--- src/rtl/button_event_decoder.sv ---
// Turns debounced button level/edge pulses into short, long and double-click events.
// Define HOLD_REPEAT_EN to add the auto-repeat tick while a long press is held.
module button_event_decoder #(
    parameter int LONG_CYC   = 50_000_000,
    parameter int DBL_CYC    = 15_000_000,
    parameter int REPEAT_CYC = 10_000_000,
    parameter int CNT_W      = 26
) (
    input  logic       clk,
    input  logic       rst,
    input  logic       pb_state,
    input  logic       pb_down,
    input  logic       pb_up,
    output logic       short_press,
    output logic       long_press,
    output logic       double_click,
    output logic       repeat_tick,
    output logic [7:0] event_cnt
);

    typedef enum logic [2:0] {
        IDLE   = 3'd0,
        PRESS1 = 3'd1,
        WAIT2  = 3'd2,
        PRESS2 = 3'd3,
        LONG   = 3'd4
    } state_t;

    localparam logic [CNT_W-1:0] LONG_LAST = CNT_W'(LONG_CYC - 1);
    localparam logic [CNT_W-1:0] DBL_LAST  = CNT_W'(DBL_CYC - 1);

    state_t           state_q, state_d;
    logic [CNT_W-1:0] cnt_q, cnt_d;
    logic             short_q, short_d;
    logic             long_q, long_d;
    logic             dbl_q, dbl_d;
    logic [7:0]       event_cnt_q, event_cnt_d;
    logic             press, release_ev;

    // Simultaneous down/up is a glitch and is ignored; a low level counts as release only without pb_up.
    assign press      = pb_down & ~pb_up;
    assign release_ev = pb_up ? ~pb_down : ~pb_state;

    always_comb begin
        state_d = state_q;
        short_d = 1'b0;
        long_d  = 1'b0;
        dbl_d   = 1'b0;
        case (state_q)
            IDLE: begin
                if (press) state_d = PRESS1;
            end
            PRESS1: begin
                if (release_ev) begin
                    state_d = WAIT2;
                end else if (cnt_q == LONG_LAST) begin
                    state_d = LONG;
                    long_d  = 1'b1;
                end
            end
            WAIT2: begin
                if (press) begin
                    state_d = PRESS2;
                end else if (cnt_q == DBL_LAST) begin
                    state_d = IDLE;
                    short_d = 1'b1;
                end
            end
            PRESS2: begin
                if (release_ev) begin
                    state_d = IDLE;
                    dbl_d   = 1'b1;
                end
            end
            LONG: begin
                if (release_ev) state_d = IDLE;
            end
            default: state_d = IDLE;
        endcase

        if (state_d != state_q) begin
            cnt_d = '0;
        end else if (state_q == PRESS1 || state_q == WAIT2 || state_q == LONG) begin
            cnt_d = cnt_q + CNT_W'(1);
        end else begin
            cnt_d = '0;
        end

        event_cnt_d = event_cnt_q + {7'd0, short_d | long_d | dbl_d};
    end

    always_ff @(posedge clk) begin
        if (rst) begin
            state_q     <= IDLE;
            cnt_q       <= '0;
            short_q     <= 1'b0;
            long_q      <= 1'b0;
            dbl_q       <= 1'b0;
            event_cnt_q <= 8'd0;
        end else begin
            state_q     <= state_d;
            cnt_q       <= cnt_d;
            short_q     <= short_d;
            long_q      <= long_d;
            dbl_q       <= dbl_d;
            event_cnt_q <= event_cnt_d;
        end
    end

`ifdef HOLD_REPEAT_EN
    localparam logic [CNT_W-1:0] REP_LAST = CNT_W'(REPEAT_CYC - 1);

    logic [CNT_W-1:0] rep_cnt_q, rep_cnt_d;
    logic             rep_tick_q, rep_tick_d;

    // Separate phase counter so ticks stay periodic while the main timer keeps running in LONG.
    always_comb begin
        rep_cnt_d  = '0;
        rep_tick_d = 1'b0;
        if (state_q == LONG && state_d == LONG) begin
            if (rep_cnt_q == REP_LAST) begin
                rep_tick_d = 1'b1;
            end else begin
                rep_cnt_d = rep_cnt_q + CNT_W'(1);
            end
        end
    end

    always_ff @(posedge clk) begin
        if (rst) begin
            rep_cnt_q  <= '0;
            rep_tick_q <= 1'b0;
        end else begin
            rep_cnt_q  <= rep_cnt_d;
            rep_tick_q <= rep_tick_d;
        end
    end

    assign repeat_tick = rep_tick_q;
`else
    assign repeat_tick = 1'b0;
`endif

    assign short_press  = short_q;
    assign long_press   = long_q;
    assign double_click = dbl_q;
    assign event_cnt    = event_cnt_q;

endmodule

--- config.mk ---
export PLATFORM = sky130hd
export DESIGN_NAME = button_event_decoder
export DESIGN_NICKNAME = d
export VERILOG_FILES = /design/src/rtl/button_event_decoder.sv
export SDC_FILE = /design/constraint.sdc
export NUM_CORES = 1
export LEC_CHECK = 0
export ABC_AREA = 1
export CORE_MARGIN = 1
export CORE_UTILIZATION = 63
export CTS_CLUSTER_DIAMETER = 120
export DETAILED_ROUTE_END_ITERATION = 7
export PLACE_DENSITY = 0.84
export SETUP_SLACK_MARGIN = 0.3
export SYNTH_ARGS = -nofsm -noshare
export SYNTH_HDL_FRONTEND = slang
export SYNTH_SLANG_ARGS = --single-unit
--- constraint.sdc ---
create_clock -name clk -period 4.9 [get_ports clk]
set_input_delay 0.49 -clock clk [delete_from_list [all_inputs] [get_ports clk]]
set_output_delay 0.49 -clock clk [all_outputs]
set_load 0.1 [all_outputs]
======== Word-level counts from Yosys, hierarchy flattened ========
Cells that the tools add are included.
word-level totals
  input bits .............................. 5
  output and inout bits ................... 12
  register bits after elaboration ......... 40
  word-level logic and storage cells ...... 43
operators by class
  bitwise operators ....................... 7
  mux-type cells .......................... 16
  reductions and logical operators ........ 5
  add/sub/neg operators ................... 2
  eq/ne operators ......................... 7
operators with widths
  kind                   count
  $add 26x1->26 const B  1
  $eq 26x24->1 const B   1
  $eq 26x26->1 const B   1
  $mux 3                 6
  $pmux 3 s4             1
  $mux 1                 9
  $add 8x1->8            1
  $eq 3x2->1 const B     2
  $not 1->1              4
  $eq 3x1->1 const B     1
  $eq 3x3->1 const B     1
  $logic_not 3->1        1
  $ne 3x3->1             1
  $reduce_or 3->1        1
  $logic_or 1x1->1       2
  $or 1x1->1             2
  $reduce_or 2->1        1
  $and 1x1->1            1

======== Logic depth before layout (Yosys ltp) ========
  depth in word-level cells ............... 7
  mapped depth ............................ 15
  depth with buffers taken out ............ 15

======== Worst setup path before layout ========
Ideal clock, no wire load.
  path kind ............................... register to register
  from .................................... register cnt_q[0]
  to ...................................... register event_cnt_q[6] (netlist: event_cnt[6])
  setup time .............................. 0.126 ns
  period minus slack after synthesis ...... 2.204 ns
  required time ........................... 4.774 ns
  cell stages (with the launch flop) ...... 16
  slack ................................... 2.696 ns
  arrival time ............................ 2.078 ns
  buffers on the path ..................... 0
  cell sequence ........................... dfxtp_1 > ha_1 > nand3_2 > inv_2 > nand2_1 > nor2_2 > nand4_1 > nand3_1 > ha_1 > ha_1 > nand2_1 > nor2_1 > inv_1 > nor3_1 > xnor2_1 > nor2_1
between the ends
  cells in the longest elaborated chain, start to end .. 7
  elaborated cells between the ends (all ways) .. 11
  classes of those cells .................. add/sub: 1; eq/ne: 2; mux: 6; bitwise: 2
RTL lines
  item                                                 RTL line  source
  start, declared                                      33        logic [CNT_W-1:0] cnt_q, cnt_d;
  start signal, assigned                               102       cnt_q <= cnt_d;
  $eq 26x24->1 / $eq 26x26->1 (equally long branches)  64, 56
  $mux 1 (on tied branches)                            64, 56
  $mux 1 (on tied branches)                            62, 54
  $mux 1                                               49        case (state_q)
  $or 1x1->1 * (2 in series)                           89        event_cnt_d = event_cnt_q + {7'd0, short_d | long_d | dbl_d};
  $add 8x1->8 *                                        89
  end signal, assigned                                 106       event_cnt_q <= event_cnt_d;
  end, declared                                        37        logic [7:0] event_cnt_q, event_cnt_d;
Every way passes the cells marked *; elsewhere a longest branch is shown, timed or not.
A chain may end at the register's enable or synchronous reset.

======== Worst setup path in the final report ========
Ends and elaborated chain as after synthesis.

==> results.sh <==
export IMPL_r2r_cells=15
export IMPL_synth_seq_area_share=0.339
export IMPL_slowest_stage="dfxtp_1"
export IMPL_synth_compound_area_frac=0.0339
export IMPL_worstPathRequired_ns=5.09
export IMPL_synth_xor_area_frac=0.0889
export IMPL_ys_warn_count=0
export IMPL_worst_clock_skew_ns=0.0107
export IMPL_setup_violations=0
export IMPL_dr_pass1_iters=4
export IMPL_leakagePower_nw=0.918
export IMPL_dp_cells=375
export IMPL_synthSimpleGateAreaFrac=0.409
export IMPL_crit_fanout=3
export IMPL_powerDensity_nw_per_um2=226
export IMPL_ant_nets=0
export IMPL_worst_pin_slew_ns=0.971
export IMPL_dpl_cell_area_um2=2520
export IMPL_path_cells="ha_1, nand3_2, inv_2, nand2_1, nor2_2, nand4_1, nand3_1, ha_1, ha_1, nand2_1, nor2_1, inv_1, nor3_1, xnor2_1, nor2_1"
export IMPL_antenna_found_initial=0
export IMPL_area_growth_pct=10.3
export IMPL_cp_slowest_stage_delay_ns=0.41
export IMPL_holdBufCountCts=0
export IMPL_outcome="finished, final reports clean"
export IMPL_fin_ws_ns=2.44
export IMPL_rr_startpoint="cnt_q[0]"
export IMPL_antenna_cells=0
export IMPL_dp_hpwl_um=3370
export IMPL_cp_common_cell="ha_1"
export IMPL_drive_gt1_frac=0.196
export IMPL_path_depth=15
export IMPL_grt_pass1_wl_um=7990
export IMPL_drv_cap=0
export IMPL_die_w_um=63.3
export IMPL_track_usage=0.255
export IMPL_totalWireLength_um=4630
export IMPL_cp_arrival_ns=2.64
export IMPL_yosysUniqueCellTypes=28
export IMPL_final_area_um2=2610
export IMPL_avgViaCountPerCell=5.18
export IMPL_hold_viol_final=0
export IMPL_endpoint_kind="flip-flop"
export IMPL_slew_violations=0
export IMPL_crit_start="cnt_q[0]"
export IMPL_final_fill_count=291
export IMPL_crit_end="event_cnt[6]"
export IMPL_hp_class="flip-flop to flip-flop"
export IMPL_first_iter_violations=199
export IMPL_post_drt_wl_per_cell_um=12.1
export IMPL_timing_fmax_mhz=407
export IMPL_rows=21
export IMPL_holdPathStages=1
export IMPL_gp_congestion=0.936
export IMPL_irDropWorstVdd_uv=186
export IMPL_reg2reg_setup_slack_ns=2.44
export IMPL_postCtsSetupBuffers=0
export IMPL_instances_no_fill=383
export IMPL_vias=1984
export IMPL_fin_crit_sh=0.501
export IMPL_synthAdderAreaFrac=0.0159
export IMPL_clkTransAtPathRegs_ns=0.08
export IMPL_min_period_ns=2.46
export IMPL_grt_ovfl_total=0
export IMPL_slew_limit_headroom=0.351
export IMPL_start_util=0.682
export IMPL_synthesis_nets=326
export IMPL_synth_top_family_by_area="simple AND/OR/NAND/NOR gates"
export IMPL_ys_ff_latch=40
export IMPL_grt_max_degree=27
export IMPL_path_buf_inv=2
export IMPL_nNetsFinal=344
export IMPL_die_h_um=63.3
export IMPL_rr_endpoint="event_cnt[6]"
export IMPL_pre_cts_ws_ns=2.20
export IMPL_rsz0062_at_grt="no"
export IMPL_io_buffers=15
export IMPL_cp_top_family="simple AND/OR/NAND/NOR gates"
export IMPL_clock_latency_ns=0.30
export IMPL_synth_area_per_cell_um2=7.44
export IMPL_synth_mux_area_frac=0
export IMPL_power_w=0.000589
export IMPL_cts_resized=0
export IMPL_coreArea_um2=3470
export IMPL_cts_path_max_buffers=2
export IMPL_netlist_area_um2=2360
export IMPL_cts_tree="built"
export IMPL_drc=0
export IMPL_htreeDepth=2
export IMPL_die_area_um2=4000
export IMPL_fin_setup_tns_ns=0
export IMPL_cts_buffers=5
export IMPL_ioPinCount=17
export IMPL_syn_inst=318
export IMPL_worstSetupStartpointType="flip-flop"
export IMPL_grt_pass1_vias=1897
export IMPL_criticalPathCategory="flip-flop to flip-flop"
export IMPL_cts_sinks=40
export IMPL_root_buffer="clkbuf_8"
-- power by group --
part	internal [W]	switching, W	total (W)	leakage, nW
logic	0.0000112	0.0000295	0.0000408	0.548
clock network	0.0000992	0.000120	0.000219	0.0479
registers	0.000326	0.00000256	0.000329	0.322
total	0.000437	0.000152	0.000589	0.918
-- area by class of cell --
| cell class | count | area [um2] | share of cell area |
|---|---|---|---|
| clock buffer | 5 | 68.8 | 0.0264 |
| clock inverter | 3 | 18.8 | 0.00719 |
| inverter | 57 | 214 | 0.0820 |
| multi-input combinational | 217 | 1300 | 0.498 |
| sequential | 40 | 801 | 0.307 |
| tap | 46 | 57.6 | 0.0221 |
| timing repair buffer | 15 | 150 | 0.0576 |
-- worst min-delay path by stage --
stage               startpoint       end  slack [ns]
floorplan             cnt_q[0]  cnt_q[0]        0.46
global placement      cnt_q[0]  cnt_q[0]        0.47
detailed placement    cnt_q[0]  cnt_q[0]        0.47
CTS                   cnt_q[0]  cnt_q[0]        0.49
global route          cnt_q[0]  cnt_q[0]        0.50
finish                cnt_q[0]  cnt_q[0]        0.49
-- worst reg2reg max path, delay by kind of cell (launching register included) --
kind | cells | cell delay (ns)
buffers and inverters | 2 | 0.17
xor gates and xnor gates | 1 | 0.14
DFF | 1 | 0.41
and+or+nand+nor | 9 | 1.04
adders and majority gates | 3 | 0.59
-- sequential cells by signal, summed over array words and instances, names as in the netlist --
name,cells
cnt_q,26
double_click,1
event_cnt,8
long_press,1
short_press,1
state_q,3
-- Yosys cell counts --
cell type   n  area [um2]
a21oi_1     7        35.0
a31oi_1     1        6.26
buf_12      2        40.0
buf_4       1        7.51
clkbuf_1    1        3.75
conb_1      1        3.75
dfxtp_1    40         801
ha_1        3        37.5
inv_1      40         150
inv_2      17        63.8
nand2_1    55         206
nand2_2     3        18.8
nand2_4     1        11.3
nand3_1    13        65.1
nand3_2     6        60.1
nand4_1    11        68.8
nand4_2     1        12.5
nor2_1     45         169
nor2_2      5        31.3
nor2_4     22         248
nor3_1     10        50.1
nor3_2      1        10.0
nor3_4      1        16.3
o21ai_0     4        20.0
o21ai_1     2        10.0
o21ai_2     1        8.76
xnor2_1     7        61.3
xor2_1     17         149
-- logic make-up after synthesis --
logic type / after synthesis
buf+inv: 61
fa+ha+maj: 3
flops: 40
simple gates: 174
xor+xnor: 24
other cells: 1
compound gates: 15
-- per-stage QoR --
step                hold slack (ns)   util
finish                        0.487  0.752
global route                  0.501  0.752
CTS                           0.491  0.752
detailed placement            0.469  0.727
global placement              0.472  0.727
floorplan                     0.457      -
-- layout by cell type (no fill, tap or decap), types with 4 or more instances in the layout --
| cell type | n |
|---|---|
| a21oi_1 | 7 |
| nor2_1 | 45 |
| inv_1 | 40 |
| dfxtp_1 | 40 |
| clkdlybuf4s50_1 | 15 |
| xor2_1 | 17 |
| xnor2_1 | 7 |
| nor3_1 | 10 |
| nand3_2 | 6 |
| inv_2 | 17 |
| nand4_1 | 11 |
| o21ai_0 | 4 |
| clkbuf_8 | 5 |
| nor2_4 | 22 |
| nor2_2 | 5 |
| nand3_1 | 13 |
| nand2_1 | 55 |
-- layer usage --
metal	vias to the layer above	track usage	part of all wire
li1	1017	-	-
met1	913	0.306	0.46
met2	47	0.437	0.47
met3	7	0.0652	0.048
met4	0	0.0881	0.014
met5	-	0	0
Power figures use the tool's default switching activity.
